$ cat config.mk
export PLATFORM = sky130hd
export DESIGN_NAME = wb_regfile_flat
export DESIGN_NICKNAME = d
export VERILOG_FILES = /design/src/rtl/wb_regfile_if.sv /design/src/rtl/wb_regfile.sv /design/src/flat_wrapper.sv
export SDC_FILE = /design/constraint.sdc
export NUM_CORES = 1
export LEC_CHECK = 0
export ABC_AREA = 1
export CORE_MARGIN = 8
export CORE_UTILIZATION = 42
export DETAILED_ROUTE_END_ITERATION = 10
export HOLD_SLACK_MARGIN = 0.02
export PLACE_DENSITY = 0.72
export SLEW_MARGIN = 25
export SYNTH_ARGS = -nofsm -noshare
export SYNTH_HDL_FRONTEND = slang
export SYNTH_SLANG_ARGS = --single-unit
export TNS_END_PERCENT = 1
$ cat constraint.sdc
create_clock -name clk2 -period 2.2 [get_ports clk2]
set_clock_uncertainty 0.1 [all_clocks]
set_input_delay 0.55 -clock clk2 [delete_from_list [all_inputs] [get_ports clk2]]
set_output_delay 0.55 -clock clk2 [all_outputs]
set_load 0.05 [all_outputs]
$ cat src/rtl/wb_regfile_if.sv
// Write-back bus bundle: MEM/WB latch fields in, decode read ports and
// forwarding/retire status out. Combinational read ports; no flow control.
// Ports: master drives the WB latch fields, addresses and cnt_clr; slave
// (the register file) drives read data, wb_data, forwarding and retire_cnt.
interface wb_regfile_if #(
   parameter int DATA_W = 8,
   parameter int ADDR_W = 3,
   parameter int CNT_W  = 16
);
   logic [DATA_W-1:0] alu_in;
   logic [DATA_W-1:0] mem_in;
   logic              MemToRegmux;
   logic              wb_valid;
   logic              wb_regwrite;
   logic [ADDR_W-1:0] wb_rd;
   logic [ADDR_W-1:0] rs1_addr;
   logic [ADDR_W-1:0] rs2_addr;
   logic              cnt_clr;
   logic [DATA_W-1:0] rs1_data;
   logic [DATA_W-1:0] rs2_data;
   logic [DATA_W-1:0] wb_data;
   logic              fwd_valid;
   logic [ADDR_W-1:0] fwd_rd;
   logic [DATA_W-1:0] fwd_data;
   logic [CNT_W-1:0]  retire_cnt;

   modport master (
      output alu_in, mem_in, MemToRegmux, wb_valid, wb_regwrite, wb_rd,
             rs1_addr, rs2_addr, cnt_clr,
      input  rs1_data, rs2_data, wb_data, fwd_valid, fwd_rd, fwd_data,
             retire_cnt
   );

   modport slave (
      input  alu_in, mem_in, MemToRegmux, wb_valid, wb_regwrite, wb_rd,
             rs1_addr, rs2_addr, cnt_clr,
      output rs1_data, rs2_data, wb_data, fwd_valid, fwd_rd, fwd_data,
             retire_cnt
   );
endinterface

$ cat src/rtl/wb_regfile.sv
// Write-back stage: selects ALU/memory result, commits it to an 8-entry
// register file (r0 = 0), with same-cycle read bypass, a one-cycle forwarding
// copy of the last write and a saturating retired-instruction counter.
// Latency: write visible in rf 1 edge later, bypass 0 cycles. Never stalls.
// Ports: clk2 core clock, rst_n async active-low reset, bus (slave modport)
// carries the WB latch fields, read ports, forwarding and retire count.
// The interface parameters must match this module's parameters.
module wb_regfile #(
   parameter int DATA_W = 8,
   parameter int ADDR_W = 3,
   parameter int CNT_W  = 16
) (
   input  logic        clk2,
   input  logic        rst_n,
   wb_regfile_if.slave bus
);
   localparam int NREG = 1 << ADDR_W;

   logic [DATA_W-1:0] rf_q [NREG];
   logic [DATA_W-1:0] wb_data;
   logic              commit;

   logic              fwd_valid_q, fwd_valid_d;
   logic [ADDR_W-1:0] fwd_rd_q,    fwd_rd_d;
   logic [DATA_W-1:0] fwd_data_q,  fwd_data_d;
   logic [CNT_W-1:0]  cnt_q,       cnt_d;

   assign wb_data = bus.MemToRegmux ? bus.mem_in : bus.alu_in;
   // r0 is never written, so rf_q[0] stays at its reset value of 0.
   assign commit  = bus.wb_valid & bus.wb_regwrite & (bus.wb_rd != '0);

   // Register file: entry 0 is excluded by commit.
   always_ff @(posedge clk2 or negedge rst_n) begin
      if (!rst_n) begin
         for (int i = 0; i < NREG; i++) rf_q[i] <= '0;
      end else if (commit) begin
         rf_q[bus.wb_rd] <= wb_data;
      end
   end

   // Read ports: the explicit r0 check keeps r0 at zero regardless of bypass.
   always_comb begin
      bus.rs1_data = rf_q[bus.rs1_addr];
      bus.rs2_data = rf_q[bus.rs2_addr];
      if (commit && bus.rs1_addr == bus.wb_rd) bus.rs1_data = wb_data;
      if (commit && bus.rs2_addr == bus.wb_rd) bus.rs2_data = wb_data;
      if (bus.rs1_addr == '0) bus.rs1_data = '0;
      if (bus.rs2_addr == '0) bus.rs2_data = '0;
   end

   // Forwarding copy: valid pulses for one cycle, payload holds otherwise.
   always_comb begin
      fwd_valid_d = commit;
      fwd_rd_d    = fwd_rd_q;
      fwd_data_d  = fwd_data_q;
      if (commit) begin
         fwd_rd_d   = bus.wb_rd;
         fwd_data_d = wb_data;
      end
   end

   // Retire counter: clear wins over increment; saturates at all-ones.
   always_comb begin
      cnt_d = cnt_q;
      if (bus.cnt_clr)                         cnt_d = '0;
      else if (bus.wb_valid && cnt_q != '1)    cnt_d = cnt_q + CNT_W'(1);
   end

   always_ff @(posedge clk2 or negedge rst_n) begin
      if (!rst_n) begin
         fwd_valid_q <= 1'b0;
         fwd_rd_q    <= '0;
         fwd_data_q  <= '0;
         cnt_q       <= '0;
      end else begin
         fwd_valid_q <= fwd_valid_d;
         fwd_rd_q    <= fwd_rd_d;
         fwd_data_q  <= fwd_data_d;
         cnt_q       <= cnt_d;
      end
   end

   assign bus.wb_data    = wb_data;
   assign bus.fwd_valid  = fwd_valid_q;
   assign bus.fwd_rd     = fwd_rd_q;
   assign bus.fwd_data   = fwd_data_q;
   assign bus.retire_cnt = cnt_q;
endmodule

$ cat src/flat_wrapper.sv
// flat-port wrapper written by rule: the top's interface ports become plain ports
module wb_regfile_flat 
#(
   parameter int DATA_W = 8,
   parameter int ADDR_W = 3,
   parameter int CNT_W  = 16
)
  (clk2, rst_n, bus_alu_in, bus_mem_in, bus_MemToRegmux, bus_wb_valid, bus_wb_regwrite, bus_wb_rd, bus_rs1_addr, bus_rs2_addr, bus_cnt_clr, bus_rs1_data, bus_rs2_data, bus_wb_data, bus_fwd_valid, bus_fwd_rd, bus_fwd_data, bus_retire_cnt);
  wb_regfile_if #(.DATA_W(DATA_W), .ADDR_W(ADDR_W), .CNT_W(CNT_W)) bus_i ();
  input  logic clk2;
  input  logic rst_n;
  input wire logic [$bits(bus_i.alu_in)-1:0] bus_alu_in;
  input wire logic [$bits(bus_i.mem_in)-1:0] bus_mem_in;
  input wire logic [$bits(bus_i.MemToRegmux)-1:0] bus_MemToRegmux;
  input wire logic [$bits(bus_i.wb_valid)-1:0] bus_wb_valid;
  input wire logic [$bits(bus_i.wb_regwrite)-1:0] bus_wb_regwrite;
  input wire logic [$bits(bus_i.wb_rd)-1:0] bus_wb_rd;
  input wire logic [$bits(bus_i.rs1_addr)-1:0] bus_rs1_addr;
  input wire logic [$bits(bus_i.rs2_addr)-1:0] bus_rs2_addr;
  input wire logic [$bits(bus_i.cnt_clr)-1:0] bus_cnt_clr;
  output wire logic [$bits(bus_i.rs1_data)-1:0] bus_rs1_data;
  output wire logic [$bits(bus_i.rs2_data)-1:0] bus_rs2_data;
  output wire logic [$bits(bus_i.wb_data)-1:0] bus_wb_data;
  output wire logic [$bits(bus_i.fwd_valid)-1:0] bus_fwd_valid;
  output wire logic [$bits(bus_i.fwd_rd)-1:0] bus_fwd_rd;
  output wire logic [$bits(bus_i.fwd_data)-1:0] bus_fwd_data;
  output wire logic [$bits(bus_i.retire_cnt)-1:0] bus_retire_cnt;
  assign bus_i.alu_in = bus_alu_in;
  assign bus_i.mem_in = bus_mem_in;
  assign bus_i.MemToRegmux = bus_MemToRegmux;
  assign bus_i.wb_valid = bus_wb_valid;
  assign bus_i.wb_regwrite = bus_wb_regwrite;
  assign bus_i.wb_rd = bus_wb_rd;
  assign bus_i.rs1_addr = bus_rs1_addr;
  assign bus_i.rs2_addr = bus_rs2_addr;
  assign bus_i.cnt_clr = bus_cnt_clr;
  assign bus_rs1_data = bus_i.rs1_data;
  assign bus_rs2_data = bus_i.rs2_data;
  assign bus_wb_data = bus_i.wb_data;
  assign bus_fwd_valid = bus_i.fwd_valid;
  assign bus_fwd_rd = bus_i.fwd_rd;
  assign bus_fwd_data = bus_i.fwd_data;
  assign bus_retire_cnt = bus_i.retire_cnt;
  wb_regfile #(.DATA_W(DATA_W), .ADDR_W(ADDR_W), .CNT_W(CNT_W)) u_core (.clk2(clk2), .rst_n(rst_n), .bus(bus_i));
endmodule
==> flow_summary.yaml <==
grt:
  initial_antenna_violation_count: 0
  gr-total-overflow: 0
  grt_start_max_net_pins: 31
  tot_gr_track_use_pct: 22.8
  grt_first_pass_wirelength_um: 31400
  number_of_global_route_vias_before_repair: 5921
worst_setup_path:
  worst_ep_arrival_ps: 1700
  timing_worst_setup_path_type: "in -> out"
  critical_path_required_ps: 1550
  critical_path.slowest_cell: "nor2_4"
  worstPathCellList: "buf_12 -> nor2_4 -> nand2_2 -> nand2_4 -> buf_12 -> inv_8 -> buf_6 -> nand4_1 -> nand2_2 -> nor2_4 -> buf_12"
  number_of_buffer_and_inverter_stages_on_the_critical_path: 5
  crit_family: "simple AND/OR/NAND/NOR gates"
  timing.critical_path.from_type: "input pin"
  worst-path-max-fanout: 6
  path_common_cell: "buf_12"
  setup.worst_path.end_class: "output port"
  cpPeakStageDelay_ps: 140
routing:
  via_count: 6217
  drt_pass1_iterations: 6
  routedWlPerCell_um: 18.3
  drc_markers: 0
  dr.first_iter.drc_count: 723
  drt-vias-per-instance: 5.49
  routed_wl_um: 20700
  ant_nets: 0
clock_tree:
  tritoncts.num_buffers: 9
  clkTransAtPathRegs_ps: 70
  clock_tree_from_tritoncts: "yes"
  cts.htree.levels: 3
  cts-root-to-sink-buffers: 2
  clkLatencyLatePin_ps: 360
  clkSinkCount: 92
  cts_root_buffer: "clkbuf_16"
floorplan:
  fp.dieArea_um2: 17400
  num_io_pins: 83
  core_area_um2: 13200
  fp.dieH_um: 132
  floorplan.die.width_um: 132
  row_count: 42
  floorplan.initialDensity_pct: 42.9
sta:
  period_needed_ps: 2350
  totalNegativeSetupSlack_ps: -1870
  report.final.hold_viol_count: 0
  finalMaxSlewViolations: 0
  max_slew_margin_pct: 64.1
  grt_setup_unrepaired: "yes"
  fmax_mhz: 425
  postLayoutSetupSlackWorst_ps: -155
  final_setup_violation_count: 16
  final_min_period_over_clock_period_pct: 107
  tightestPinTransition_ps: 538
cells_and_area:
  finish.net_count: 984
  fin_util_pct: 65.1
  layout.cells.non_filler: 1132
  layout-drive-gt1-share_pct: 31.9
  layout-area-overhead-vs-synth_pct: 51.8
  n_antenna_cell: 0
power:
  cellInternalPower_mw: 3.88
  power.switching_mw: 2.21
  leakage_nw: 4.26
  vdd_drop_max_mv: 0.365
  share_seq_of_total_power_pct: 36.8
  comb_power_share_pct: 35.2
  clock_power_share_pct: 28.0
  power.share.switching_pct: 36.3
  power.density_cell_area_nw_per_um2: 709
synth:
  postSynthRegisterBits: 92
  syn-cell-area_um2: 5660
  yosys.cell_types.count: 31
  synth_area_per_cell_um2: 7.08
  ys.warnings.count: 0
  synthCells: 799
  synth_top_cell_by_area: "dfrtp_1"
  synth.top_cells.by_area: "dfrtp_1 (41%), nand2_1 (16%), nand3_1 (9.1%)"
  synth_seq_area_share_pct: 40.7
  postSynthNetCount: 831
  synth_top_cell_area_share_pct: 40.7
placed_design:
  dp_slack_ps: -744
  port_buffers: 82
  numPlacedInstances: 1089
  place.detailed.hpwl_um: 13900
  place.gp.congestion: 0.911
worst_hold_path:
  hold_class: "reg -> reg"
status:
  failed_checks: "setup timing"
  run_status: "finished, violations left"
run:
  max_cap_violation_count: 0
-- cell families after synthesis --
| group | synth area share (%) |
|---|---|
| and+or+nand+nor | 35.8 |
| buffers and inverters | 9.46 |
| AOI/OAI and AO/OA | 12.0 |
| DFF | 40.7 |
| xor gates and xnor gates | 1.83 |
| adders and majority gates | 0.221 |
-- timing repair --
action / CTS / global route
resized for setup: 148 / 104
pin swaps: 43 / 44
gates cloned: 4 / 2
endpoints found under the setup margin: 25 / 26
hold endpoints to repair: 21 / 0
hold buffers: 1 / 0
buffers inserted: 16 / 5
-- per-stage QoR --
step	hold WS (ps)	total power, mW	area, um2
final	303	6.09	8590
after global routing	318	6.34	8590
after CTS	307	5.95	8220
after detailed placement	292	4.13	7390
after global placement	288	4.09	7390
after floorplan	154	3.29	5780
-- power by group through the flow --
stage | Clock (mW) | Sequential, mW | Combinational (mW)
2_1_floorplan | 0 | 2.29 | 0.996
3_3_place_gp | 0 | 2.24 | 1.85
3_5_place_dp | 0 | 2.25 | 1.88
4_1_cts | 1.70 | 2.22 | 2.03
5_1_grt | 1.79 | 2.27 | 2.29
6_report | 1.70 | 2.24 | 2.14
-- area by class of cell --
| class | instances | area (um2) |
|---|---|---|
| clock buffer | 9 | 225 |
| tap | 176 | 220 |
| clock inverter | 6 | 88.8 |
| timing repair buffer | 186 | 2150 |
| fill | 1076 | 4600 |
| multi-input combinational | 593 | 3310 |
| inverter | 70 | 294 |
| sequential | 92 | 2300 |
-- cells in the mapped netlist, drive strengths merged --
cell and count:
o21a 8, o21ai 67, a21oi 51, nand3 105, xnor2 1, clkinv 4, nand3b 1, nor2 88
buf 31, inv 66, ha 1, nand2 251, clkbuf 13, dfrtp 92, xor2 10, nand4 10
-- flip-flops by register name, indices dropped and copies added, names as in the netlist --
name / count
u_core.bus.retire_cnt: 16
u_core.bus.fwd_valid: 1
u_core.bus.fwd_data: 8
u_core.rf_q: 64
u_core.bus.fwd_rd: 3
-- metal layers --
| layer | up-vias | routed length, um | track usage [%] |
|---|---|---|---|
| met4 | 0 | 1090 | 13.1 |
| met5 | - | 0 | 0 |
| met3 | 102 | 1740 | 5.64 |
| met2 | 348 | 9830 | 36.6 |
| li1 | 2882 | - | - |
| met1 | 2885 | 7990 | 27.3 |
-- layout by cell type (no fill, tap or decap), types with 3 or more instances in the layout --
cell / netlist / layout
inv_4: 0 / 8
buf_8: 1 / 7
o21ai_0: 43 / 32
nand3_2: 1 / 24
clkinvlp_4: 0 / 3
clkinv_1: 4 / 3
nor2_8: 3 / 3
nor2_2: 5 / 10
a21oi_1: 51 / 41
xor2_2: 0 / 3
nand3_1: 103 / 80
inv_2: 4 / 7
dlygate4sd2_1: 0 / 13
o21a_1: 8 / 8
inv_1: 61 / 50
o21ai_4: 0 / 8
xor2_1: 10 / 7
o21ai_1: 16 / 25
dlymetal6s2s_1: 0 / 11
buf_6: 7 / 19
nor2_4: 6 / 24
buf_12: 0 / 37
buf_4: 4 / 86
buf_16: 0 / 3
clkdlybuf4s50_1: 0 / 3
nand2_2: 4 / 23
nor2_1: 74 / 51
nand2_1: 245 / 222
clkbuf_16: 0 / 11
nand2_4: 1 / 5
a21oi_2: 0 / 9
nand4_1: 10 / 10
dfrtp_1: 92 / 92
-- final timing paths --
| check | start | end | slack, ps | cells past startpoint |
|---|---|---|---|---|
| worst max-delay path | bus_wb_rd[1] | bus_rs1_data[3] | -150 | 11 |
| min in group asynchronous | rst_n | u_core.bus.retire_cnt[3] | 540 | 2 |
| worst min register to register | u_core.rf_q[56] | u_core.rf_q[56] | 300 | 0 |
| worst min-delay path | u_core.rf_q[56] | u_core.rf_q[56] | 300 | 0 |
| worst max register to register | u_core.bus.retire_cnt[0] | u_core.bus.retire_cnt[3] | 400 | 10 |
| max in group asynchronous | rst_n | u_core.bus.fwd_data[5] | 960 | 3 |
(Power assumes the default switching activity.)
